## src/rtl/issue_ctrl_pkg.sv

```systemverilog
// Shared widths, scoreboard size and serialisation FSM encodings for the issue stage.
package issue_ctrl_pkg;

    localparam int WIDTH_UOP = 16;
    localparam int NREG      = 32;

    localparam logic [1:0] ST_NORMAL = 2'd0;
    localparam logic [1:0] ST_DRAIN  = 2'd1;
    localparam logic [1:0] ST_SERIAL = 2'd2;

    // True when a used source reads a non-zero destination register.
    function automatic logic src_hit(input logic use_src, input logic [4:0] src,
                                     input logic [4:0] rd);
        return use_src & (rd != 5'd0) & (src == rd);
    endfunction

endpackage

```

## src/rtl/issue_scoreboard.sv

```systemverilog
// Register busy scoreboard: two set ports (issue), two clear ports (writeback), flush.
// Lookups are combinational and see same-cycle writeback clears; r0 is never busy.
module issue_scoreboard #(
    parameter int NREG = issue_ctrl_pkg::NREG
) (
    input  logic            clk,
    input  logic            rstn,
    input  logic            flush,
    input  logic            set0_vld,
    input  logic [4:0]      set0_rd,
    input  logic            set1_vld,
    input  logic [4:0]      set1_rd,
    input  logic            clr0_vld,
    input  logic [4:0]      clr0_rd,
    input  logic            clr1_vld,
    input  logic [4:0]      clr1_rd,
    input  logic [3:0][4:0] src_idx,
    output logic [3:0]      src_busy,
    output logic            all_clear
);

    logic [NREG-1:0] busy_q;
    logic [NREG-1:0] busy_d;
    logic [NREG-1:0] clr_mask;
    logic [NREG-1:0] set_mask;

    always_comb begin
        clr_mask = '0;
        set_mask = '0;
        if (clr0_vld) clr_mask[clr0_rd] = 1'b1;
        if (clr1_vld) clr_mask[clr1_rd] = 1'b1;
        if (set0_vld) set_mask[set0_rd] = 1'b1;
        if (set1_vld) set_mask[set1_rd] = 1'b1;

        // Set is applied after clear so a reissued destination stays busy.
        busy_d    = (busy_q & ~clr_mask) | set_mask;
        busy_d[0] = 1'b0;
        if (flush) busy_d = '0;

        for (int i = 0; i < 4; i++) begin
            src_busy[i] = busy_q[src_idx[i]] & ~clr_mask[src_idx[i]] & (src_idx[i] != 5'd0);
        end
        all_clear = ~|busy_q;
    end

    always_ff @(posedge clk) begin
        if (rstn) busy_q <= '0;
        else      busy_q <= busy_d;
    end

endmodule

```

## src/rtl/issue_ctrl.sv

```systemverilog
// Dual-issue select stage: issues 0..2 oldest IQ entries in order into a registered EX latch.
// issue_cnt is combinational back to the IQ; the latch stalls while EX holds it (ex_ready=0).
module issue_ctrl #(
    parameter int NREG  = issue_ctrl_pkg::NREG,
    parameter int UOP_W = issue_ctrl_pkg::WIDTH_UOP
) (
    input  logic             clk,
    input  logic             rstn,
    input  logic             flush,
    input  logic             iq_valid0,
    input  logic             iq_valid1,
    input  logic [UOP_W-1:0] iq_uop0,
    input  logic [UOP_W-1:0] iq_uop1,
    input  logic [4:0]       iq_rd0,
    input  logic [4:0]       iq_rd1,
    input  logic [4:0]       iq_rj0,
    input  logic [4:0]       iq_rj1,
    input  logic [4:0]       iq_rk0,
    input  logic [4:0]       iq_rk1,
    input  logic             iq_use_rj0,
    input  logic             iq_use_rj1,
    input  logic             iq_use_rk0,
    input  logic             iq_use_rk1,
    input  logic             iq_is_ALU0,
    input  logic             iq_is_ALU1,
    input  logic             iq_serial0,
    input  logic             iq_serial1,
    output logic [1:0]       issue_cnt,
    input  logic             ex_ready,
    input  logic             ex_idle,
    input  logic             priv_done,
    input  logic             wb0_valid,
    input  logic             wb1_valid,
    input  logic [4:0]       wb0_rd,
    input  logic [4:0]       wb1_rd,
    output logic             ex_valid0,
    output logic             ex_valid1,
    output logic [UOP_W-1:0] ex_uop0,
    output logic [UOP_W-1:0] ex_uop1,
    output logic [4:0]       ex_rd0,
    output logic [4:0]       ex_rd1,
    output logic [4:0]       ex_rj0,
    output logic [4:0]       ex_rj1,
    output logic [4:0]       ex_rk0,
    output logic [4:0]       ex_rk1
);
    import issue_ctrl_pkg::*;

    logic [1:0]       state_q, state_d;
    logic             ex_valid0_q, ex_valid0_d, ex_valid1_q, ex_valid1_d;
    logic [UOP_W-1:0] ex_uop0_q, ex_uop0_d, ex_uop1_q, ex_uop1_d;
    logic [4:0]       ex_rd0_q, ex_rd0_d, ex_rd1_q, ex_rd1_d;
    logic [4:0]       ex_rj0_q, ex_rj0_d, ex_rj1_q, ex_rj1_d;
    logic [4:0]       ex_rk0_q, ex_rk0_d, ex_rk1_q, ex_rk1_d;

    logic       adv, ready0, ready1, raw, pair_ok, issue0, issue1;
    logic [3:0] src_busy;
    logic       all_clear;

    issue_scoreboard #(.NREG(NREG)) u_sb (
        .clk       (clk),
        .rstn      (rstn),
        .flush     (flush),
        .set0_vld  (issue0 & ~iq_is_ALU0),
        .set0_rd   (iq_rd0),
        .set1_vld  (issue1 & ~iq_is_ALU1),
        .set1_rd   (iq_rd1),
        .clr0_vld  (wb0_valid),
        .clr0_rd   (wb0_rd),
        .clr1_vld  (wb1_valid),
        .clr1_rd   (wb1_rd),
        .src_idx   ({iq_rk1, iq_rj1, iq_rk0, iq_rj0}),
        .src_busy  (src_busy),
        .all_clear (all_clear)
    );

    always_comb begin
        adv     = ex_ready | ~ex_valid0_q;
        ready0  = ~(iq_use_rj0 & src_busy[0]) & ~(iq_use_rk0 & src_busy[1]);
        ready1  = ~(iq_use_rj1 & src_busy[2]) & ~(iq_use_rk1 & src_busy[3]);
        raw     = src_hit(iq_use_rj1, iq_rj1, iq_rd0) | src_hit(iq_use_rk1, iq_rk1, iq_rd0);
        // Only one LSU/MUL pipe, so at least one of the pair must be an ALU op.
        pair_ok = iq_valid1 & ready1 & ~iq_serial1 & ~raw & (iq_is_ALU0 | iq_is_ALU1);

        issue0  = 1'b0;
        issue1  = 1'b0;
        state_d = state_q;
        case (state_q)
            ST_NORMAL: begin
                if (iq_valid0 & iq_serial0) begin
                    state_d = ST_DRAIN;
                end else if (adv & iq_valid0 & ready0) begin
                    issue0 = 1'b1;
                    issue1 = pair_ok;
                end
            end
            ST_DRAIN: begin
                if (iq_valid0 & all_clear & ex_idle & ~ex_valid0_q & adv) begin
                    issue0  = 1'b1;
                    state_d = ST_SERIAL;
                end
            end
            ST_SERIAL: begin
                if (priv_done) state_d = ST_NORMAL;
            end
            default: state_d = ST_NORMAL;
        endcase

        if (rstn | flush) begin
            issue0  = 1'b0;
            issue1  = 1'b0;
            state_d = ST_NORMAL;
        end
        issue_cnt = {1'b0, issue0} + {1'b0, issue1};
    end

    always_comb begin
        ex_valid0_d = ex_valid0_q;
        ex_valid1_d = ex_valid1_q;
        ex_uop0_d   = ex_uop0_q;
        ex_uop1_d   = ex_uop1_q;
        ex_rd0_d    = ex_rd0_q;
        ex_rd1_d    = ex_rd1_q;
        ex_rj0_d    = ex_rj0_q;
        ex_rj1_d    = ex_rj1_q;
        ex_rk0_d    = ex_rk0_q;
        ex_rk1_d    = ex_rk1_q;
        if (flush) begin
            ex_valid0_d = 1'b0;
            ex_valid1_d = 1'b0;
            ex_uop0_d   = '0;
            ex_uop1_d   = '0;
            ex_rd0_d    = '0;
            ex_rd1_d    = '0;
            ex_rj0_d    = '0;
            ex_rj1_d    = '0;
            ex_rk0_d    = '0;
            ex_rk1_d    = '0;
        end else if (adv) begin
            ex_valid0_d = issue0;
            ex_valid1_d = issue1;
            ex_uop0_d   = iq_uop0;
            ex_uop1_d   = iq_uop1;
            ex_rd0_d    = iq_rd0;
            ex_rd1_d    = iq_rd1;
            ex_rj0_d    = iq_rj0;
            ex_rj1_d    = iq_rj1;
            ex_rk0_d    = iq_rk0;
            ex_rk1_d    = iq_rk1;
        end
    end

    always_ff @(posedge clk) begin
        if (rstn) begin
            state_q     <= ST_NORMAL;
            ex_valid0_q <= 1'b0;
            ex_valid1_q <= 1'b0;
            ex_uop0_q   <= '0;
            ex_uop1_q   <= '0;
            ex_rd0_q    <= '0;
            ex_rd1_q    <= '0;
            ex_rj0_q    <= '0;
            ex_rj1_q    <= '0;
            ex_rk0_q    <= '0;
            ex_rk1_q    <= '0;
        end else begin
            state_q     <= state_d;
            ex_valid0_q <= ex_valid0_d;
            ex_valid1_q <= ex_valid1_d;
            ex_uop0_q   <= ex_uop0_d;
            ex_uop1_q   <= ex_uop1_d;
            ex_rd0_q    <= ex_rd0_d;
            ex_rd1_q    <= ex_rd1_d;
            ex_rj0_q    <= ex_rj0_d;
            ex_rj1_q    <= ex_rj1_d;
            ex_rk0_q    <= ex_rk0_d;
            ex_rk1_q    <= ex_rk1_d;
        end
    end

    assign ex_valid0 = ex_valid0_q;
    assign ex_valid1 = ex_valid1_q;
    assign ex_uop0   = ex_uop0_q;
    assign ex_uop1   = ex_uop1_q;
    assign ex_rd0    = ex_rd0_q;
    assign ex_rd1    = ex_rd1_q;
    assign ex_rj0    = ex_rj0_q;
    assign ex_rj1    = ex_rj1_q;
    assign ex_rk0    = ex_rk0_q;
    assign ex_rk1    = ex_rk1_q;

endmodule
```

## config.mk

```make
export PLATFORM = sky130hd
export DESIGN_NAME = issue_ctrl
export DESIGN_NICKNAME = d
export VERILOG_FILES = /design/src/rtl/issue_ctrl_pkg.sv /design/src/rtl/issue_scoreboard.sv /design/src/rtl/issue_ctrl.sv
export SDC_FILE = /design/constraint.sdc
export NUM_CORES = 1
export LEC_CHECK = 0
export ABC_AREA = 1
export BUFFER_PORTS_ARGS = -buffer_cell sky130_fd_sc_hd__buf_2
export CAP_MARGIN = 20
export CELL_PAD_IN_SITES_DETAIL_PLACEMENT = 0
export CELL_PAD_IN_SITES_GLOBAL_PLACEMENT = 2
export CORE_ASPECT_RATIO = 1.2
export CORE_MARGIN = 2
export CORE_UTILIZATION = 25
export CTS_CLUSTER_DIAMETER = 100
export DETAILED_ROUTE_END_ITERATION = 10
export PLACE_DENSITY = 0.86
export SYNTH_ARGS = -nofsm -noshare
export SYNTH_HDL_FRONTEND = slang
export SYNTH_SLANG_ARGS = --single-unit
```

## constraint.sdc

```tcl
create_clock -name clk -period 2.2 [get_ports clk]
set_input_delay 0.33 -clock clk [delete_from_list [all_inputs] [get_ports clk]]
set_output_delay 0.33 -clock clk [all_outputs]
set_load 0.03 [all_outputs]
```

==> impl_metrics.py, run 1 <==
metrics = {
    "cts": {
        "cts_tree": "built",
        "clock_root_buffer": "clkbuf_16",
        "clkSlewWorstSetupHoldPaths_ns": 0.08,
        "clk_latency_ns": 0.36,
        "cts_inserted_buffers": 9,
        "clk_path_buf_depth": 2,
        "cts_num_sinks": 97,
        "cts.hold.buffers_added": 0,
        "h_tree_level_count": 3,
    },
    "worst_hold_path": {
        "min-delay-path-class": "input port to flop",
        "holdCritStartpoint": "iq_uop1[1]",
        "hold_depth": 3,
        "whs_endpoint": "ex_uop1[1]",
    },
    "worst_setup_path": {
        "path_class": "flop to primary output",
        "most_frequent_cell_on_the_critical_path": "nand2_2",
        "regToRegSetupSlack_ns": -0.49,
        "worst-r2r-cell-count": 23,
        "cp-end-kind": "primary output",
        "rr_startpoint": "u_sb.busy_q[22]",
        "critical_path.max_fanout": 3,
        "timing.critical_path.slowest_cell_delay_ns": 0.42,
        "worstPathArrival_ns": 2.42,
        "critical_path_required_ns": 1.87,
        "worstReg2RegEnd": "ex_valid0",
        "setup.worst_path.start_class": "flop",
        "crit_path_cell_trace": "inv_4 > nand2_1 > o211ai_1 > nor2_1 > nand2_1 > inv_1 > nand2_1 > nand3_2 > nand2_2 > nand2_2 > nand3_2 > nand3_4 > nand2_2 > nand2_2 > inv_2 > ha_4 > buf_6",
        "crit_slowest_cell": "dfxtp_4",
    },
    "floorplanning": {
        "floorplan.die.width_um": 160,
        "core-area_um2": 28800,
        "start_util": 0.255,
        "fp.dieArea_um2": 30800,
        "chipHeight_um": 192,
        "core.rowCount": 68,
        "ios": 156,
    },
    "yosys": {
        "yosysWarningCount": 0,
        "netlist_area_um2": 7340,
        "synth_seq_area_share": 0.264,
        "postSynth.asyncResetShare": 0,
        "syn_inst": 1301,
        "synth_seq_cells": 97,
        "yosys_most_used_dff": "dfxtp_1",
        "syn_avg_cell_area_um2": 5.65,
        "synth_cell_types": 32,
        "syn_nets": 1392,
        "synth-edff-count": 0,
    },
    "placed_design": {
        "post-dp-hpwl_mm": 32.6,
        "place_worst_setup_slack_ns": -0.743,
        "place.port_buffers": 155,
        "gp_routability_congestion": 0.986,
        "place.detailed.instances": 2029,
    },
    "layout": {
        "drive_above_1_share": 0.396,
        "final_core_utilization": 0.410,
        "non_filler_instance_count_after_layout": 2076,
        "finish.net_count": 1777,
        "most-common-layout-cells": "nand2_1 (317), buf_4 (255), nand3_1 (176), buf_2 (147), inv_1 (104)",
        "antenna_cells": 0,
        "layout_commonest_cell": "nand2_1",
        "growth_of_design_area_from_synthesis_to_finish_pct": 61.1,
    },
    "global_routing": {
        "groute.usage.overall": 0.257,
        "global_route.overflow_total": 0,
        "grt_pass1_wl_mm": 59.8,
        "antenna_found_initial": 0,
        "grt_start_max_net_pins": 64,
        "first_global_vias": 9986,
    },
    "timing": {
        "finalMaxSlewViolations": 0,
        "relSlewSlack": 0.535,
        "setup_viol": 34,
        "worst_hold_slack_ns": 0.208,
        "finalCritPeriodShare": 1.25,
        "time_the_worst_path_needs_with_i_o_delays_and_setup_ns": 2.75,
        "final.setup_skew_ns": 0.00929,
        "max_freq_ghz": 0.364,
        "final_setup_margin_ns": -0.547,
        "rsz_0062_raised_after_global_routing": "yes",
        "worst-slew-pin-transition_ns": 0.698,
        "timing.final.hold_violations": 0,
    },
    "drt": {
        "route.detailed.wl_per_inst_um": 19.5,
        "firstDrtPassIters": 7,
        "number_of_vias_per_cell_after_detailed_routing": 5.01,
        "route.detailed.drc": 0,
        "dr_total_vias": 10400,
        "drt_iter0_drc": 1038,
        "drt-total-wl_mm": 40.4,
        "drt.antenna.violating_nets": 0,
    },
    "power_and_ir_drop": {
        "total_power_mw": 4.87,
        "power_frac_clock": 0.336,
        "p_comb_frac": 0.291,
        "power-per-cell-area_nw_per_um2": 412,
        "switching_share": 0.353,
        "p_switching_mw": 1.72,
        "internal-power_mw": 3.15,
        "sequential_share_of_power": 0.373,
        "p_leak_nw": 5.94,
        "max-vdd-ir-drop_uv": 300,
    },
    "flow_run": {
        "maxCapViolations": 0,
    },
    "status": {
        "outcome": "finished, violations left",
        "violations": "negative setup slack",
    },
}
-- worst max path at each step --
stage | to | startpoint | slack [ns] | cells after the start
final | issue_cnt[0] | u_sb.busy_q[16] | -0.55 | 17
after global routing | issue_cnt[0] | u_sb.busy_q[22] | -0.66 | 17
after CTS | issue_cnt[0] | u_sb.busy_q[20] | -0.53 | 18
after detailed placement | issue_cnt[0] | wb0_rd[2] | -0.74 | 20
after global placement | issue_cnt[0] | wb0_rd[2] | -0.75 | 21
after floorplan | issue_cnt[0] | iq_rj0[1] | -0.05 | 18
-- cells in the mapped netlist, drive strengths merged (8+ instances only) --
cell type  number  share of area
a21oi          78          0.053
buf            35          0.026
clkbuf         30          0.015
dfxtp          97           0.26
inv           139          0.071
nand2         391           0.20
nand3         211           0.14
nand4          74          0.063
nor2          137          0.074
o2111ai         8         0.0095
o21ai          67          0.046
-- critical path, delay by kind of cell (launching register included) --
kind                       cells  cell delay (ns)
and+or+nand+nor               11             0.97
AOI/OAI and AO/OA              1             0.10
adders and majority gates      1             0.27
buffers and inverters          4             0.27
DFF                            1             0.42
-- state kept, by name, indices dropped and copies added, names as in the netlist --
name / cells
ex_rj1: 5
ex_rk1: 5
ex_uop0: 16
ex_valid1: 1
ex_rd0: 5
state_q: 2
u_sb.busy_q: 31
ex_uop1: 16
ex_rk0: 5
ex_rj0: 5
ex_rd1: 5
ex_valid0: 1
-- power by group through the flow --
stage | registers [mW] | clock network [mW] | logic (mW)
global placement | 1.87 | 0 | 1.27
CTS | 1.82 | 1.68 | 1.33
floorplan | 1.97 | 0 | 0.565
finish | 1.82 | 1.64 | 1.41
detailed placement | 1.87 | 0 | 1.27
global route | 1.82 | 1.75 | 1.52
-- area by class of cell --
type,count,area [um^2]
Fill cell,3198,17000
Multi-Input combinational cell,998,5280
Timing Repair Buffer,439,3230
Sequential cell,97,1990
Inverter,141,547
Tap cell,385,482
Clock buffer,9,225
Clock inverter,7,81.3
-- routing by layer --
metal / up-vias / share of wire / track usage
met5: - / 0 / 0
met2: 379 / 0.48 / 0.450
met3: 89 / 0.045 / 0.0190
met1: 4864 / 0.42 / 0.322
li1: 5072 / - / -
met4: 0 / 0.053 / 0.119
-- repair_timing --
item	CTS	global route
setup endpoints to repair	34	34
resized for setup	156	100
setup buffers	19	13
gates cloned	0	3
pin swaps	34	48
-- stage by stage --
step                      TNS (ns)  cell area [um^2]
final                        -6.16             11800
after global routing        -10.94             11800
after CTS                    -3.02             11300
after detailed placement    -21.32             10400
after global placement      -22.14             10400
after floorplan            -0.0547              7500
-- kinds of logic (layout without fill, tap and decap cells) --
kind of cell    after synthesis  in the layout  share of synthesized area
compound gates              167            167                      0.123
xor+xnor                      3              3                    0.00358
fa+ha+maj                     1              1                    0.00170
buf+inv                     206            596                      0.113
flops                        97             97                      0.264
simple gates                827            827                      0.494
Note: power is estimated with default switching activity, not from simulation.
==> inputs of run 2 (changes only) <==
CORE_UTILIZATION = 28   (was 25)
PLACE_DENSITY = 0.9   (was 0.86)
clock period = 2.75 ns   (was 2.2 ns; I/O delays follow)
==> run 2 against run 1 <==
Compared with the run above:
- critical path depth increased by 2
- the run still ends with negative setup slack left
- clock skew about the same
- hold slack improved by 0.082 ns
- highest routed layer unchanged
- cell area decreased by 1.3%
- routed wire length decreased by 2.5%
- sequential share of layout area increased by 0.063 points
==> impl_metrics.py, run 2 (synthesis gave the netlist of run 1 again) <==
metrics = {
    "status": {
        "outcome": "finished, violations left",
        "violations": "negative setup slack",
    },
    "cts": {
        "cts.hold.buffers_added": 0,
        "cts_inserted_buffers": 9,
        "clk_path_buf_depth": 2,
        "cts_num_sinks": 97,
        "cts_tree": "built",
        "clock_root_buffer": "clkbuf_16",
        "h_tree_level_count": 3,
        "clkSlewWorstSetupHoldPaths_ns": 0.07,
        "clk_latency_ns": 0.36,
    },
    "timing": {
        "final.setup_skew_ns": 0.00968,
        "relSlewSlack": 0.538,
        "worst-slew-pin-transition_ns": 0.693,
        "final_setup_margin_ns": -0.0897,
        "rsz_0062_raised_after_global_routing": "yes",
        "max_freq_ghz": 0.352,
        "setup-tns-final_ns": -0.0992,
        "time_the_worst_path_needs_with_i_o_delays_and_setup_ns": 2.84,
        "worst_hold_slack_ns": 0.290,
        "finalMaxSlewViolations": 0,
        "finalCritPeriodShare": 1.03,
        "setup_viol": 2,
        "timing.final.hold_violations": 0,
    },
    "drt": {
        "drt_iter0_drc": 920,
        "dr_total_vias": 10400,
        "number_of_vias_per_cell_after_detailed_routing": 5.30,
        "drt-total-wl_mm": 39.4,
        "route.detailed.wl_per_inst_um": 20.1,
        "firstDrtPassIters": 6,
        "route.detailed.drc": 0,
        "drt.antenna.violating_nets": 0,
    },
    "global_routing": {
        "global_route.overflow_total": 0,
        "first_global_vias": 9900,
        "groute.usage.overall": 0.271,
        "grt_start_max_net_pins": 64,
        "antenna_found_initial": 1,
        "grt_pass1_wl_mm": 58.0,
    },
    "worst_setup_path": {
        "worstPathArrival_ns": 2.43,
        "cp-end-kind": "primary output",
        "setup.worst_path.start_class": "input port",
        "critical_path.max_fanout": 8,
        "critical_path_required_ns": 2.34,
        "path_class": "input port to primary output",
    },
    "placed_design": {
        "gp_routability_congestion": 1.01,
        "post-dp-hpwl_mm": 31.0,
        "place.port_buffers": 155,
        "placement.cell_area_um2": 9870,
    },
    "power_and_ir_drop": {
        "total_power_mw": 4.18,
        "max-vdd-ir-drop_uv": 321,
        "p_leak_nw": 5.93,
        "power-per-cell-area_nw_per_um2": 358,
    },
    "floorplanning": {
        "core-area_um2": 25600,
        "core.rowCount": 64,
        "floorplan.die.width_um": 152,
        "fp.dieArea_um2": 27500,
        "chipHeight_um": 181,
        "start_util": 0.287,
        "ios": 156,
    },
    "flow_run": {
        "maxCapViolations": 0,
    },
    "layout": {
        "growth_of_design_area_from_synthesis_to_finish_pct": 59.0,
        "largest_register_ff_count": 31,
        "filler_cell_count": 2715,
        "layout_commonest_cell": "nand2_1",
        "drive_above_1_share": 0.413,
        "final_core_utilization": 0.456,
        "most-common-layout-cells": "nand2_1 (271), buf_4 (203), nand3_1 (160), buf_2 (139), inv_1 (102)",
        "finish.net_count": 1715,
        "top_register": "u_sb.busy_q",
        "post-route-cell-area_um2": 11700,
    },
    "worst_hold_path": {
        "min-delay-path-class": "input port to flop",
    },
}
## run 2: cell types whose count changed in the layout (fill, tap and decap cells not counted), sizes merged
cell and delta:
buf -59, bufinv +4, clkbuf -3, clkinv -3, inv -2, diode +1
## run 2: final timing paths
| path | start | endpoint | slack [ns] | cells past startpoint |
|---|---|---|---|---|
| hold / removal | iq_uop1[9] | ex_uop1[9] | 0.29 | 3 |
| setup / recovery | wb0_rd[0] | issue_cnt[0] | -0.09 | 19 |
| setup reg to reg | u_sb.busy_q[23] | u_sb.busy_q[20] | 0.27 | 21 |
| hold reg to reg | ex_uop1[9] | ex_uop1[9] | 0.46 | 2 |
## run 2: worst max-delay path: stages
cell      delay (ns)
buf_4           0.15
buf_4           0.15
nor2_4          0.10
buf_12          0.16
nand2_1         0.09
nand2_2         0.12
nand2_1         0.10
nand2_1         0.06
nand3b_1        0.10
nand3_1         0.09
nand3_2         0.10
nand2_2         0.05
inv_2           0.07
nor2_4          0.04
nor2_4          0.13
nand2_2         0.08
inv_2           0.07
ha_4            0.20
buf_6           0.13
## run 2: area by class of cell
cell class | instances | area, um^2 | area share
inverters | 141 | 562 | 0.0481
clock buffers | 9 | 225 | 0.0193
well taps | 330 | 413 | 0.0354
flip-flops and latches | 97 | 1970 | 0.169
repair buffers | 377 | 2680 | 0.229
multi-input cells | 998 | 5690 | 0.487
diodes | 1 | 2.50 | 0.000214
clock inverters | 6 | 138 | 0.0118
## run 2: what timing repair did
item | in CTS | in global routing
resized for setup | 187 | 232
hold endpoints to repair | 0 | 0
setup buffers | 5 | 9
pin swaps | 44 | 71
endpoints found under the setup margin | 2 | 2
## run 2: report_power, final
group          leakage, nW  internal (mW)  switching, mW
Combinational         4.96          0.406          0.734
Sequential           0.801           1.44         0.0188
Clock                0.177          0.984          0.597
Total                 5.93           2.83           1.35
## run 2: metal layers
metal  part of all wire  vias up  GRT usage  wire length [um]
li1                   -     4968          -                 -
met1               0.41     4802      0.345             16300
met2               0.47      491      0.455             18400
met3              0.070      125     0.0358              2750
met4              0.050        0      0.130              1950
met5                  0        -          0                 0
## run 2: through the flow
step,worst slack [ns],instances
after floorplan,0.0658,1301
after global placement,-0.484,1932
after detailed placement,-0.435,1932
after CTS,-0.0713,1952
after global routing,-0.180,1959
final,-0.0897,1959
